### src/rtl/seq_divider.sv
// rtl/seq_divider.sv - multi-cycle restoring divider, one quotient bit per clock, valid/ready on both sides
module seq_divider #(
  parameter int DVD_W = 16,
  parameter int DVS_W = 8
) (
  input  logic             clk,
  input  logic             rst_n,
  input  logic             in_valid,
  output logic             in_ready,
  input  logic [DVD_W-1:0] dividend,
  input  logic [DVS_W-1:0] divisor,
  output logic             out_valid,
  input  logic             out_ready,
  output logic [DVD_W-1:0] quotient,
  output logic [DVS_W-1:0] remainder,
  output logic             div_by_zero,
  output logic             q_ovf
);

  localparam int CNT_W = (DVD_W > 1) ? $clog2(DVD_W) : 1;
  localparam logic [CNT_W-1:0] LAST_ITER = CNT_W'(DVD_W - 1);

  typedef enum logic [1:0] {
    S_IDLE,
    S_CALC,
    S_DONE
  } state_t;

  state_t r_state;
  state_t w_state_nxt;

  logic [CNT_W-1:0] r_cnt;
  logic [DVD_W-1:0] r_q;
  logic [DVS_W-1:0] r_d;
  // Partial remainder is always < D after an iteration, so DVS_W bits hold it;
  // the extra bit only lives in the trial value w_t.
  logic [DVS_W-1:0] r_r;

  logic [DVD_W-1:0] r_quot;
  logic [DVS_W-1:0] r_rem;
  logic             r_dbz;
  logic             r_ovf;

  logic [DVS_W:0]   w_t;
  logic             w_ge;
  logic [DVS_W-1:0] w_diff;
  logic [DVS_W-1:0] w_r_nxt;
  logic [DVD_W-1:0] w_q_nxt;
  logic [DVD_W-1:0] w_q_hi;
  logic             w_last;

  assign w_t     = {r_r, r_q[DVD_W-1]};
  assign w_ge    = (w_t >= {1'b0, r_d});
  assign w_diff  = DVS_W'(w_t - {1'b0, r_d});
  assign w_r_nxt = w_ge ? w_diff : w_t[DVS_W-1:0];
  assign w_q_nxt = {r_q[DVD_W-2:0], w_ge};
  assign w_q_hi  = w_q_nxt >> DVS_W;
  assign w_last  = (r_cnt == LAST_ITER);

  always_ff @(posedge clk) begin
    if (!rst_n) begin
      r_state <= S_IDLE;
    end else begin
      r_state <= w_state_nxt;
    end
  end

  always_comb begin
    w_state_nxt = r_state;
    in_ready    = 1'b0;
    out_valid   = 1'b0;
    case (r_state)
      S_IDLE: begin
        in_ready = 1'b1;
        if (in_valid) begin
          w_state_nxt = (divisor == '0) ? S_DONE : S_CALC;
        end
      end
      S_CALC: begin
        if (w_last) begin
          w_state_nxt = S_DONE;
        end
      end
      S_DONE: begin
        out_valid = 1'b1;
        if (out_ready) begin
          w_state_nxt = S_IDLE;
        end
      end
      default: w_state_nxt = S_IDLE;
    endcase
  end

  always_ff @(posedge clk) begin
    if (!rst_n) begin
      r_cnt  <= '0;
      r_q    <= '0;
      r_d    <= '0;
      r_r    <= '0;
      r_quot <= '0;
      r_rem  <= '0;
      r_dbz  <= 1'b0;
      r_ovf  <= 1'b0;
    end else begin
      case (r_state)
        S_IDLE: begin
          if (in_valid) begin
            r_q   <= dividend;
            r_d   <= divisor;
            r_r   <= '0;
            r_cnt <= '0;
            if (divisor == '0) begin
              r_quot <= '1;
              r_rem  <= dividend[DVS_W-1:0];
              r_dbz  <= 1'b1;
              r_ovf  <= 1'b1;
            end
          end
        end
        S_CALC: begin
          r_q   <= w_q_nxt;
          r_r   <= w_r_nxt;
          r_cnt <= r_cnt + 1'b1;
          // Result registers are separate so they survive the return to IDLE.
          if (w_last) begin
            r_quot <= w_q_nxt;
            r_rem  <= w_r_nxt;
            r_dbz  <= 1'b0;
            r_ovf  <= |w_q_hi;
          end
        end
        default: begin
        end
      endcase
    end
  end

  assign quotient    = r_quot;
  assign remainder   = r_rem;
  assign div_by_zero = r_dbz;
  assign q_ovf       = r_ovf;

endmodule
### config.mk
export PLATFORM = sky130hd
export DESIGN_NAME = seq_divider
export DESIGN_NICKNAME = d
export VERILOG_FILES = /design/src/rtl/seq_divider.sv
export SDC_FILE = /design/constraint.sdc
export NUM_CORES = 1
export LEC_CHECK = 0
export ABC_CLOCK_PERIOD_IN_PS = 5000
export CORE_UTILIZATION = 48
export DETAILED_ROUTE_END_ITERATION = 10
export GPL_TIMING_DRIVEN = 0
export HOLD_SLACK_MARGIN = 0.12
export PLACE_DENSITY_LB_ADDON = 0.08
export SYNTH_ARGS = -nofsm -noshare
export SYNTH_HDL_FRONTEND = slang
export SYNTH_SLANG_ARGS = --single-unit
export TNS_END_PERCENT = 30
### constraint.sdc
create_clock -name clk -period 5 [get_ports clk]
set_clock_uncertainty 0.05 [all_clocks]
set_input_delay 0.75 -clock clk [delete_from_list [all_inputs] [get_ports clk]]
set_output_delay 0.75 -clock clk [all_outputs]
set_load 0.02 [all_outputs]
==> impl_metrics.yaml <==
timing:
  timing.fmax_mhz: 415
  relSlewSlack: 0.603
  min_period_ns: 2.41
  report.final.hold_viol_count: 0
  worst_pin_slew_ns: 0.593
  fin_setup_tns_ns: 0
  maxSlewViolCount: 0
  rsz0062_at_grt: "no"
  setup_viol: 0
  post-route-period-util: 0.482
critical_path:
  r2r_setup_slack_ns: 2.78
  worst_r2r_path_depth: 7
  cp_data_arrival_time_ns: 2.63
  path_max_fanout: 10
  cp_slowest_stage_delay_ns: 0.50
  crit_buf_inv: 2
  slowest_stage: "clkdlybuf4s50_1"
  critPathKind: "input port to flop"
  worst_r2r_startpoint: "r_d[6]"
  worst_setup_path_start_kind: "input port"
  endpoint_kind: "flop"
  regToRegEndpoint: "remainder[1]"
  worst_ep_required_time_ns: 5.22
  crit_path_cells: "clkdlybuf4s50_1 > nor3b_4 > nand3_4 > nand2_4 > buf_6 > o211ai_2 > a31oi_2"
  critPathTopFamily: "simple AND/OR/NAND/NOR gates"
power:
  seq_power_share: 0.424
  static-leakage-power_uw: 0.00166
  switching_power_uw: 396
  cell_internal_power_uw: 919
  power.switching_fraction: 0.301
  power.share.combinational: 0.229
  pwr_per_cell_area_mw_per_mm2: 332
  power.ir.vdd_worst_v: 0.000182
  power.clock.fraction: 0.347
cts:
  sinks_on_clock_net: 64
  clock_tree.root_cell: "clkbuf_8"
  cts_resized: 0
  clock_tree.buffer_depth: 2
  number_of_h_tree_levels: 3
  cts-hold-fix-buffers: 0
  clkTransAtPathRegs_ns: 0.07
  clk-insertion-delay-late_ns: 0.35
  tritoncts: "built"
  tritoncts.num_buffers: 9
  post_cts.repair.setup_buffers: 0
finish:
  n_antenna_cell: 0
  fin_cells: 510
  layout-drive-gt1-share: 0.0920
  mostFrequentLayoutCell: "nand2_1"
  syn2layout_area_growth_pct: 27.0
  mostFrequentLayoutCells: "nand2_1, dfxtp_1, clkdlybuf4s50_1"
  final_net_count: 468
floorplanning:
  die_y_um: 82.6
  floorplan.die_area_mm2: 0.00681
  placementRows: 28
  die_w_um: 82.6
  core_area_mm2: 0.00610
  pin_count: 56
  initial_utilization: 0.511
worst_hold_path:
  min_delay_path_depth: 2
  hp-start: "r_d[5]"
  hold_class: "flop to flop"
  timing.hold.worst_endpoint: "r_d[5]"
synth:
  synth.ff_latch_count: 64
  dominantRegCellSynth: "dfxtp_1"
  synthCells: 365
  number_of_synthesis_warnings: 0
  syn-num-nets: 403
  post_synth_num_cell_types: 53
  synth_area_mm2: 0.00311
  syn-mean-instance-area_um2: 8.53
  yosysSeqAreaShare: 0.411
  synth-async-reset-ratio: 0
  synth-edff-count: 0
flow_run:
  maxCapViolCount: 0
global_routing:
  grtUsageTotal: 0.254
  first_global_vias: 2582
  antenna_found_initial: 0
  grt_first_pass_wirelength_mm: 12.7
  pin_count_of_the_biggest_net_entering_global_routing: 12
  global_route.overflow_total: 0
place:
  numPlacedInstances: 494
  dp.final_hpwl_mm: 5.77
  io_buffers: 54
  gp_routability_congestion: 0.824
drt:
  drcViolationCount: 0
  first_iter_violations: 161
  drt-total-wl_mm: 7.87
  routed_via_count_divided_by_cell_count: 5.64
  detail_route.first_pass.iterations: 4
  vias: 2875
  route.detailed.wl_per_inst_um: 15.4
  drt_antenna_net_count: 0
outcome:
  run_status: "finished, final reports clean"
==> worst max path at each step <==
stage	slack, ns	endpoint	depth (start not counted)	start
6_report	2.59	remainder[6]	7	in_valid
5_1_grt	2.46	out_valid	2	r_state[1]
4_1_cts	2.58	out_valid	2	r_state[1]
3_5_place_dp	2.22	remainder[1]	6	in_valid
3_3_place_gp	2.25	remainder[1]	6	in_valid
2_1_floorplan	3.06	q_ovf	6	divisor[3]
==> kinds of logic after synthesis <==
family	Yosys count	synth area share
AND/OR/NAND/NOR	146	0.219
AO/OA/AOI/OAI	102	0.249
flip-flops	64	0.411
buffers and inverters	34	0.0506
adder cells (fa/ha/maj)	10	0.0426
XOR/XNOR	5	0.0141
multiplexers	4	0.0129
==> power by group through the flow <==
stage / registers, uW / logic [uW] / clock network, uW
2_1_floorplan: 563 / 219 / 0
4_1_cts: 557 / 298 / 463
3_3_place_gp: 568 / 291 / 0
5_1_grt: 561 / 329 / 488
3_5_place_dp: 569 / 297 / 0
6_report: 558 / 301 / 457
==> sequential cells by signal (all words and copies together) (netlist names) <==
register	flops
r_q	16
quotient	16
div_by_zero	1
r_d	8
r_state	2
r_cnt	4
r_r	8
remainder	8
q_ovf	1
==> final cells by class <==
type | count | area, um2
sequential | 64 | 1280
fill | 552 | 2140
inverter | 10 | 37.5
clock buffer | 12 | 155
tap | 75 | 93.8
multi-input combinational | 267 | 1680
timing repair buffer | 54 | 541
buffer | 24 | 120
clock inverter | 4 | 52.6
==> per-layer routing <==
metal / global-route usage / part of all wire
met1: 0.341 / 0.47
met2: 0.400 / 0.45
met3: 0.0703 / 0.063
met4: 0.0638 / 0.0097
met5: 0 / 0
==> worst register-to-register path, stage by stage, from the launching register on <==
cell      delay (ns)
dfxtp_1         0.34
inv_1           0.08
ha_1            0.37
a21o_1          0.27
a211oi_4        0.36
nand2_2         0.19
mux2i_1         0.28
o221ai_1        0.16
==> cell usage after synthesis, drive strengths merged (2+ instances only) <==
| library cell | n | area, um2 |
|---|---|---|
| a21oi | 18 | 90.1 |
| nand3 | 12 | 72.6 |
| nand2 | 69 | 269 |
| mux2i | 4 | 40.0 |
| nor2b | 4 | 25.0 |
| nand2b | 2 | 12.5 |
| nor3b | 3 | 38.8 |
| o211a | 16 | 160 |
| a21o | 2 | 15.0 |
| dfxtp | 64 | 1280 |
| o21ai | 22 | 110 |
| a21boi | 10 | 75.1 |
| nand4 | 5 | 31.3 |
| ha | 9 | 113 |
| xor2 | 2 | 17.5 |
| a31oi | 10 | 68.8 |
| a41oi | 2 | 17.5 |
| buf | 13 | 78.8 |
| clkbuf | 11 | 41.3 |
| inv | 10 | 37.5 |
| xnor2 | 3 | 26.3 |
| a211oi | 4 | 47.5 |
| nor4 | 3 | 31.3 |
| o221ai | 11 | 109 |
| nor2 | 41 | 154 |
| o211ai | 2 | 20.0 |
| and2 | 2 | 12.5 |
==> metrics by stage <==
step	area, um2	hold slack (ns)	util	total power, uW	setup WS [ns]
floorplan	3110	0.393	-	782	3.06
global placement	3750	0.403	0.615	859	2.25
detailed placement	3750	0.409	0.615	866	2.22
CTS	3960	0.419	0.649	1320	2.58
global route	3960	0.441	0.649	1380	2.46
finish	3960	0.416	0.649	1320	2.59
(Power assumes the default switching activity.)
==> RTL change: new RTL, same settings <==
`DVS_W`: 8 -> 6.
--- a/src/rtl/seq_divider.sv
+++ b/src/rtl/seq_divider.sv
@@ -1,7 +1,7 @@
 // rtl/seq_divider.sv - multi-cycle restoring divider, one quotient bit per clock, valid/ready on both sides
 module seq_divider #(
   parameter int DVD_W = 16,
-  parameter int DVS_W = 8
+  parameter int DVS_W = 6
 ) (
   input  logic             clk,
   input  logic             rst_n,
Interface: changed (resized divisor and remainder); port bits go from 56 to 52. The function was not compared with the original's and may differ.
==> RTL change against the unedited design <==
- via count down 9.4%
- combinational power down 31%
- routed wire length down 7.5%
- setup slack worse by 260 ps
- critical path type is now flip-flop to output port
- worst hold slack worse by 10 ps
- design area down 8.2%
- power down 1.2%
- sequential share of layout area down 0.43 points
- largest power group is now the clock network
- largest cell class unchanged
- area after synthesis down 11%
- sequential cell count down 6
==> RTL change: results (changes against the unedited design) <==
qor: run_status.outcome finished, final reports clean
qor: critical_path.critical_path.reg2reg.startpoint r_d[4]$_SDFFE_PN0P_
qor: timing.fin_ws 2330 ps [-256 ps]
qor: pwr.share_clk_of_total_power 45.0% [+10 points]
qor: global_route.gr-usage-all-layers 26.2% [+0.85 points]
qor: global_route.grt_pass1_vias 2371 [-8.2%]
qor: synthesis.synth_commonest_cells sky130_fd_sc_hd__dfxtp_1 (58), sky130_fd_sc_hd__nand2_1 (41), sky130_fd_sc_hd__nor2_1 (35), sky130_fd_sc_hd__clkbuf_1 (18), sky130_fd_sc_hd__a21oi_1 (15)
qor: global_route.globalRouteMet2Util 36.9% [-3.1 points]
qor: detailed_routing.met3_length 604 um [+22%]
qor: synthesis.muxShareOfSynthArea 2.25% [+0.97 points]
qor: pwr.power_in_combinational_cells 0.209 mW [-31%]
qor: min_path.min_delay_worst_endpoint r_d[2]$_SDFFE_PN0P_
qor: placement.dp_hpwl 5190 um [-10%]
qor: critical_path.cpPeakStageDelay 640 ps [+140 ps]
qor: synthesis.synthXorXnorAreaFrac 1.26% [-0.14 points]
qor: global_route.grt_util_met3 9.07% [+2.0 points]
qor: critical_path.critical_path_endpoint out_valid
qor: final_layout.finalNonFillerCells 455 [-11%]
qor: synthesis.synth_nets 352 [-13%]
qor: placement.dp.cells 439 [-11%]
qor: global_route.grt_max_degree 11 [-1]
qor: critical_path.critical-path-top-delay-family buffers and inverters
qor: pwr.p_int 0.969 mW [+5.5%]
qor: pwr.power.leakage 1.36 nW [-18%]
qor: pwr.vdd_drop_max 0.256 mV [+41%]
qor: pwr.power_leader the clock network
qor: min_path.worst_min_delay_path_startpoint r_d[2]$_SDFFE_PN0P_
qor: final_layout.post_route_cells_drive_above_1_share 12.0% [+2.8 points]
qor: final_layout.finish.instance_area 3630 sq um [-8.2%]
qor: synthesis.netlist_top_cells_area sky130_fd_sc_hd__dfxtp_1 (42%), sky130_fd_sc_hd__o221a_2 (5.7%), sky130_fd_sc_hd__nand2_1 (5.5%)
qor: placement.port_buffers 50 [-7.4%]
qor: detailed_routing.average_wire_per_cell_in_the_routed_design 16.0 um [+3.7%]
qor: detailed_routing.detailroute.wirelength.met2 3070 um [-14%]
qor: synthesis.adder_cell_share_of_the_synthesized_area 4.33% [+0.068 points]
qor: synthesis.synth-compound-area-share 26.0% [+1.0 points]
qor: final_layout.filler_cell_count 489 [-11%]
qor: critical_path.regToRegEndpoint r_r[0]$_SDFFE_PN0P_
qor: critical_path.critical_path.startpoint r_state[1]$_SDFFE_PN0P_
qor: placement.placement.setup.worst_slack 2020 ps [-199 ps]
qor: pwr.power.density 357 nW/um^2 [+7.5%]
qor: synthesis.yosysUniqueCellTypes 52 [-1.9%]
qor: timing.worst_slew_pin_tran 596 ps [+2.90 ps]
qor: global_route.grt_first_pass_wirelength 12200 um [-3.7%]
qor: critical_path.cp_data_arrival_time 1870 ps [-760 ps]
qor: detailed_routing.routedLengthMet1 3530 um [-5.1%]
qor: detailed_routing.number_of_drc_markers_in_iteration_0 249 [+55%]
RTL change: cell types whose count changed after synthesis, moves of 7 or more:
cell                       delta
sky130_fd_sc_hd__a21boi_0    -10
sky130_fd_sc_hd__a311oi_1    +12
sky130_fd_sc_hd__a31oi_1      -7
sky130_fd_sc_hd__clkbuf_1     +7
sky130_fd_sc_hd__nand2_1     -26
sky130_fd_sc_hd__o211a_1     -15
sky130_fd_sc_hd__o21ai_0      -9
sky130_fd_sc_hd__o221a_2     +14
sky130_fd_sc_hd__o221ai_1     -9
RTL change: final cells by class:
class | instances | share of cell area (%)
Buffer | 25 | 3.31
Clock inverter | 5 | 3.44
Inverter | 11 | 1.14
Clock buffer | 11 | 3.89
Sequential cell | 58 | 32.0
Timing Repair Buffer | 50 | 13.8
Multi-Input combinational cell | 223 | 40.0
Tap cell | 72 | 2.48
